[src/rtl/sanitizer_lockout_ctrl_if.sv]
// Byte-forwarding handshake between the lockout controller and the core.
//   out_data   captured byte for the core
//   out_valid  out_data holds an unconsumed byte
//   out_ready  core accepts out_data this cycle
// master: controller side (drives data/valid). slave: core side (drives ready).
interface sanitizer_lockout_ctrl_if;
   logic [7:0] out_data;
   logic       out_valid;
   logic       out_ready;

   modport master (
      output out_data,
      output out_valid,
      input  out_ready
   );

   modport slave (
      input  out_data,
      input  out_valid,
      output out_ready
   );
endinterface

[src/rtl/sanitizer_lockout_ctrl.sv]
// Policy controller sequencing the Citadel input sanitizer.
// Runs an escalating-lockout FSM (ARMED / HOLD / COOLDOWN) driven by sanitizer
// attack pulses and forwards changed debounced bytes to the core.
// Optional feature macro: SANITIZER_PERMALOCK_EN adds a PERMA state entered on an
// attack in HOLD/COOLDOWN at MAX_LEVEL; only rst_n leaves it.
// Ports:
//   clk        system clock, posedge
//   rst_n      synchronous active-low reset
//   attack_in  one-cycle fuzzing-threshold pulse from the sanitizer
//   san_data   debounced byte from the sanitizer
//   out_if     master side of the byte handshake (out_data/out_valid/out_ready)
//   locked     high in HOLD (and PERMA); sanitizer output must be ignored
//   level      current escalation level, 0..MAX_LEVEL
//   overrun    sticky: a pending byte was overwritten; cleared only by reset
module sanitizer_lockout_ctrl #(
   parameter int unsigned BASE_LOCKOUT = 25_000_000,
   parameter int unsigned MAX_LEVEL    = 3,
   parameter int unsigned PROBATION    = 2_500_000,
   parameter int unsigned DECAY_CYCLES = 250_000_000,
   parameter int unsigned CNT_W        = 28
) (
   input  logic                            clk,
   input  logic                            rst_n,
   input  logic                            attack_in,
   input  logic [7:0]                      san_data,
   sanitizer_lockout_ctrl_if.master        out_if,
   output logic                            locked,
   output logic [1:0]                      level,
   output logic                            overrun
);

   typedef enum logic [1:0] {
      StArmed    = 2'd0,
      StHold     = 2'd1,
`ifdef SANITIZER_PERMALOCK_EN
      StPerma    = 2'd3,
`endif
      StCooldown = 2'd2
   } state_e;

   localparam logic [1:0] MaxLvl = 2'(MAX_LEVEL);

   state_e           state_q, state_d;
   logic [CNT_W-1:0] timer_q, timer_d;
   logic [1:0]       level_q, level_d;
   logic [1:0]       lvl_up;
   logic [7:0]       last_fwd_q, last_fwd_d;
   logic [7:0]       data_q, data_d;
   logic             valid_q, valid_d;
   logic             overrun_q, overrun_d;
   logic             capture_ok;
   logic             escalate;

   // Last cycle index of a lockout at the given level.
   function automatic logic [CNT_W-1:0] lock_last(input logic [1:0] lvl);
      return (CNT_W'(BASE_LOCKOUT) << lvl) - CNT_W'(1);
   endfunction

   always_comb begin
      state_d    = state_q;
      timer_d    = timer_q;
      level_d    = level_q;
      last_fwd_d = last_fwd_q;
      data_d     = data_q;
      valid_d    = valid_q;
      overrun_d  = overrun_q;
      capture_ok = 1'b0;
      escalate   = 1'b0;
      lvl_up     = (level_q == MaxLvl) ? level_q : level_q + 2'd1;

      case (state_q)
         StArmed: begin
            if (attack_in) begin
               // Attack also wins over a coincident decay expiry: no decrement.
               state_d = StHold;
               timer_d = lock_last(level_q);
            end else begin
               capture_ok = 1'b1;
               if (timer_q == CNT_W'(DECAY_CYCLES - 1)) begin
                  timer_d = '0;
                  if (level_q != 2'd0) level_d = level_q - 2'd1;
               end else begin
                  timer_d = timer_q + CNT_W'(1);
               end
            end
         end
         StHold: begin
            if (attack_in) begin
               escalate = 1'b1;
            end else if (timer_q == '0) begin
               state_d = StCooldown;
               timer_d = CNT_W'(PROBATION - 1);
            end else begin
               timer_d = timer_q - CNT_W'(1);
            end
         end
         StCooldown: begin
            if (attack_in) begin
               escalate = 1'b1;
            end else begin
               capture_ok = 1'b1;
               if (timer_q == '0) begin
                  state_d = StArmed;
                  timer_d = '0;
               end else begin
                  timer_d = timer_q - CNT_W'(1);
               end
            end
         end
`ifdef SANITIZER_PERMALOCK_EN
         StPerma: begin
            // Terminal until reset: no captures, timer frozen.
         end
`endif
         default: begin
            state_d = StArmed;
            timer_d = '0;
         end
      endcase

      if (escalate) begin
`ifdef SANITIZER_PERMALOCK_EN
         if (level_q == MaxLvl) begin
            state_d = StPerma;
         end else begin
            state_d = StHold;
            level_d = lvl_up;
            timer_d = lock_last(lvl_up);
         end
`else
         state_d = StHold;
         level_d = lvl_up;
         timer_d = lock_last(lvl_up);
`endif
      end

      // Capture wins over a same-cycle handshake; overwrite of a stalled byte is sticky.
      if (capture_ok && (san_data != last_fwd_q)) begin
         data_d     = san_data;
         last_fwd_d = san_data;
         valid_d    = 1'b1;
         if (valid_q && !out_if.out_ready) overrun_d = 1'b1;
      end else if (valid_q && out_if.out_ready) begin
         valid_d = 1'b0;
      end
   end

   always_ff @(posedge clk) begin
      if (!rst_n) begin
         state_q    <= StArmed;
         timer_q    <= '0;
         level_q    <= 2'd0;
         last_fwd_q <= 8'h00;
         data_q     <= 8'h00;
         valid_q    <= 1'b0;
         overrun_q  <= 1'b0;
      end else begin
         state_q    <= state_d;
         timer_q    <= timer_d;
         level_q    <= level_d;
         last_fwd_q <= last_fwd_d;
         data_q     <= data_d;
         valid_q    <= valid_d;
         overrun_q  <= overrun_d;
      end
   end

`ifdef SANITIZER_PERMALOCK_EN
   assign locked = (state_q == StHold) || (state_q == StPerma);
`else
   assign locked = (state_q == StHold);
`endif
   assign level            = level_q;
   assign overrun          = overrun_q;
   assign out_if.out_data  = data_q;
   assign out_if.out_valid = valid_q;

endmodule
[src/flat_wrapper.sv]
// flat-port wrapper written by rule: the top's interface ports become plain ports
module sanitizer_lockout_ctrl_flat 
#(
   parameter int unsigned BASE_LOCKOUT = 25_000_000,
   parameter int unsigned MAX_LEVEL    = 3,
   parameter int unsigned PROBATION    = 2_500_000,
   parameter int unsigned DECAY_CYCLES = 250_000_000,
   parameter int unsigned CNT_W        = 28
)
  (clk, rst_n, attack_in, san_data, locked, level, overrun, out_if_out_data, out_if_out_valid, out_if_out_ready);
  sanitizer_lockout_ctrl_if out_if_i ();
  input  logic clk;
  input  logic rst_n;
  input  logic attack_in;
  input  logic [7:0] san_data;
  output logic locked;
  output logic [1:0] level;
  output logic overrun;
  output wire logic [$bits(out_if_i.out_data)-1:0] out_if_out_data;
  output wire logic [$bits(out_if_i.out_valid)-1:0] out_if_out_valid;
  input wire logic [$bits(out_if_i.out_ready)-1:0] out_if_out_ready;
  assign out_if_out_data = out_if_i.out_data;
  assign out_if_out_valid = out_if_i.out_valid;
  assign out_if_i.out_ready = out_if_out_ready;
  sanitizer_lockout_ctrl #(.BASE_LOCKOUT(BASE_LOCKOUT), .MAX_LEVEL(MAX_LEVEL), .PROBATION(PROBATION), .DECAY_CYCLES(DECAY_CYCLES), .CNT_W(CNT_W)) u_core (.clk(clk), .rst_n(rst_n), .attack_in(attack_in), .san_data(san_data), .out_if(out_if_i), .locked(locked), .level(level), .overrun(overrun));
endmodule
[config.mk]
export PLATFORM = sky130hd
export DESIGN_NAME = sanitizer_lockout_ctrl_flat
export DESIGN_NICKNAME = d
export VERILOG_FILES = /design/src/rtl/sanitizer_lockout_ctrl_if.sv /design/src/rtl/sanitizer_lockout_ctrl.sv /design/src/flat_wrapper.sv
export SDC_FILE = /design/constraint.sdc
export NUM_CORES = 1
export LEC_CHECK = 0
export CELL_PAD_IN_SITES_DETAIL_PLACEMENT = 1
export CELL_PAD_IN_SITES_GLOBAL_PLACEMENT = 2
export CORE_MARGIN = 2
export CORE_UTILIZATION = 25
export DETAILED_ROUTE_END_ITERATION = 6
export GPL_TIMING_DRIVEN = 0
export PLACE_DENSITY_LB_ADDON = 0.08
export SLEW_MARGIN = 20
export SYNTH_ARGS = -nofsm -noshare
export SYNTH_HDL_FRONTEND = slang
export SYNTH_SLANG_ARGS = --single-unit
[constraint.sdc]
create_clock -name clk -period 5.68 [get_ports clk]
set_input_delay 1.136 -clock clk [delete_from_list [all_inputs] [get_ports clk]]
set_output_delay 1.136 -clock clk [all_outputs]
set_load 0.1 [all_outputs]
==> impl_metrics.env <==
export IMPL_io_pins=25
export IMPL_cts_tree="built"
export IMPL_clkLatencyLatePin_ns=0.31
export IMPL_synth_edf_count=0
export IMPL_pre_cts_slack_ns=1.94
export IMPL_critPathKind="reg2reg"
export IMPL_period_minus_slack_ns=3.82
export IMPL_nFillCells=1839
export IMPL_ys_seq_area_frac=0.220
export IMPL_endpoint_kind="flip-flop"
export IMPL_cts_root_buffer="clkbuf_16"
export IMPL_status="finished clean"
export IMPL_min_delay_path_class="reg2reg"
export IMPL_synth_distinct_cells=61
export IMPL_grt_pass1_vias=4258
export IMPL_fp_dieArea_um2=16300
export IMPL_finalPower_mw=1.29
export IMPL_ys_seq_elements=42
export IMPL_rsz0062_at_grt="no"
export IMPL_met3_usage=0.0314
export IMPL_portBuffers=23
export IMPL_arrival_ns=3.98
export IMPL_holdWs_ns=0.487
export IMPL_cts_made_buffers=5
export IMPL_cts_hold_buffers=0
export IMPL_die_w_um=128
export IMPL_async_flop_share=0
export IMPL_fin_tns_setup_ns=0
export IMPL_die_y_um=128
export IMPL_setup_slack_ns=1.86
export IMPL_dp_cells=741
export IMPL_crit_path_cell_trace="inv_1 -> ha_1 -> nor4b_1 -> nand4_1 -> nor2_1 -> nor2_1 -> clkbuf_1 -> a221oi_1 -> nor3_1"
export IMPL_slowest_delay_ns=0.76
export IMPL_cp_common_cell="nor2_1"
export IMPL_final_common_cell="nand2_1"
export IMPL_synth_flop_cell="dfxtp_1"
export IMPL_ys_warn_count=0
export IMPL_synthesis_nets=559
export IMPL_post_route_drc_count=0
export IMPL_mostFrequentLayoutCells="55 x nand2_1, 50 x nor2_1, 42 x dfxtp_1, 39 x o21ai_0, 33 x a21oi_1"
export IMPL_clkSlewWorstSetupHoldPaths_ns=0.07
export IMPL_synth_area_leaders="dfxtp_1 22%, ha_1 5.9%, xor2_1 5.7%, xnor2_1 5.5%, nand2_1 5.4%"
export IMPL_drive_above_1_share=0.0588
export IMPL_final_nets=590
export IMPL_period_share=0.673
export IMPL_power_density_nw_per_um2=289
export IMPL_p_leak_nw=1.64
export IMPL_crit_buf_inv=2
export IMPL_cts_setup_buffers=0
export IMPL_grt_pass1_wl_mm=26.9
export IMPL_cts_htree_levels=2
export IMPL_max_slew_margin_rel=0.255
export IMPL_dr_pass1_iters=4
export IMPL_vias=4106
export IMPL_finalHoldViolations=0
export IMPL_avgViaCountPerCell=5.48
export IMPL_wl_per_cell_um=23.5
export IMPL_setup_viol=0
export IMPL_ant_nets=0
export IMPL_antenna_found_initial=0
export IMPL_final_util=0.296
export IMPL_irDropWorstVdd_mv=0.0974
export IMPL_dp_hpwl_mm=13.3
export IMPL_diodes=0
export IMPL_placed_area_um2=4300
export IMPL_overflow=0
export IMPL_tightest_slew_ns=1.11
export IMPL_netlist_area_leader_share=0.220
export IMPL_cts_sinks=42
export IMPL_grt_usage=0.224
export IMPL_area_growth_pct=16.7
export IMPL_grt_max_degree=16
export IMPL_maxSlewViolCount=0
export IMPL_required_ns=5.84
export IMPL_grt_busiest_layer="met2"
export IMPL_initial_core_util=0.254
export IMPL_cts_max_path_buffers=2
export IMPL_syn_area_um2=3810
export IMPL_cp_start_kind="flip-flop"
export IMPL_synth_largest_area_cell="dfxtp_1"
export IMPL_met2_usage=0.371
export IMPL_grt_util_met1=0.304
export IMPL_cp_top_family="simple AND/OR/NAND/NOR gates"
export IMPL_row_count=45
export IMPL_post_synth_cell_area_avg_um2=7.21
export IMPL_netlist_instances=529
export IMPL_fin_skew_ns=0.00481
export IMPL_final_area_um2=4450
export IMPL_cap_violations=0
export IMPL_slowest_stage="nor4b_1"
export IMPL_core_area_um2=15000
export IMPL_gp_congestion=0.824
export IMPL_wirelength_mm=17.6
export IMPL_cts_resized=0
export IMPL_max_freq_mhz=262
export IMPL_drt_initial_drc_count=279
export IMPL_layout_cells_non_filler=749
export IMPL_worstPathMaxFanout=10
==> state kept, by name, indices dropped and copies added (netlist names) <==
register                 cells
u_core.state_q               2
u_core.last_fwd_q            8
u_core.timer_q              28
u_core.out_if.out_valid      1
u_core.overrun               1
u_core.level                 2
==> area by class of cell <==
class,instances,area (um^2),share of cell area
flip-flops and latches,42,841,0.189
plain buffers,39,170,0.0382
multi-input cells,431,2760,0.619
well taps,188,235,0.0528
clock buffers,5,125,0.0281
repair buffers,24,238,0.0534
inverters,17,63.8,0.0143
clock inverters,3,25.0,0.00562
==> per-layer routing <==
layer | vias up | part of all wire
li1 | 1969 | -
met1 | 2031 | 0.47
met2 | 85 | 0.46
met3 | 21 | 0.043
met4 | 0 | 0.022
met5 | - | 0
==> Yosys cell counts (all sizes together), types with 3 or more instances <==
cell type and instances:
a211oi 5, a21boi 7, a21oi 35, a221oi 5, a22oi 5, a31oi 9, and2 5, and3 4
buf 10, clkbuf 29, dfxtp 42, ha 18, inv 16, mux2i 9, nand2 55, nand2b 4
nand3 24, nand4 12, nor2 50, nor2b 7, nor3 21, nor4 15, o21ai 40, o221ai 3
o311ai 4, o31ai 6, or2 3, or3 6, or4 3, xnor2 24, xor2 25
==> path summary, 6_finish.rpt <==
path                      from                  to  slack [ns]  depth (start not counted)
max          u_core.timer_q[0]  u_core.timer_q[27]        1.86                          9
min reg2reg     u_core.overrun      u_core.overrun        0.49                          2
min             u_core.overrun      u_core.overrun        0.49                          2
max reg2reg  u_core.timer_q[0]  u_core.timer_q[27]        1.86                          9
==> power breakdown <==
group          switching, mW  leakage (nW)  total, mW  internal (mW)
logic                  0.406          1.22      0.596          0.190
registers             0.0416         0.347      0.376          0.335
clock network          0.150        0.0704      0.316          0.166
==> tightest hold or removal path, stage by stage (launching register included) <==
cell     delay [ns]
dfxtp_1        0.33
a21oi_1        0.04
nor2_1         0.08
==> cell families after synthesis <==
family	count (synthesis)	share of synthesized area
AO/OA/AOI/OAI	136	0.226
XOR/XNOR	49	0.112
adder cells (fa/ha/maj)	18	0.0590
buffers and inverters	56	0.0613
flip-flops	42	0.220
multiplexers	10	0.0266
AND/OR/NAND/NOR	218	0.294
(Power assumes the default switching activity.)
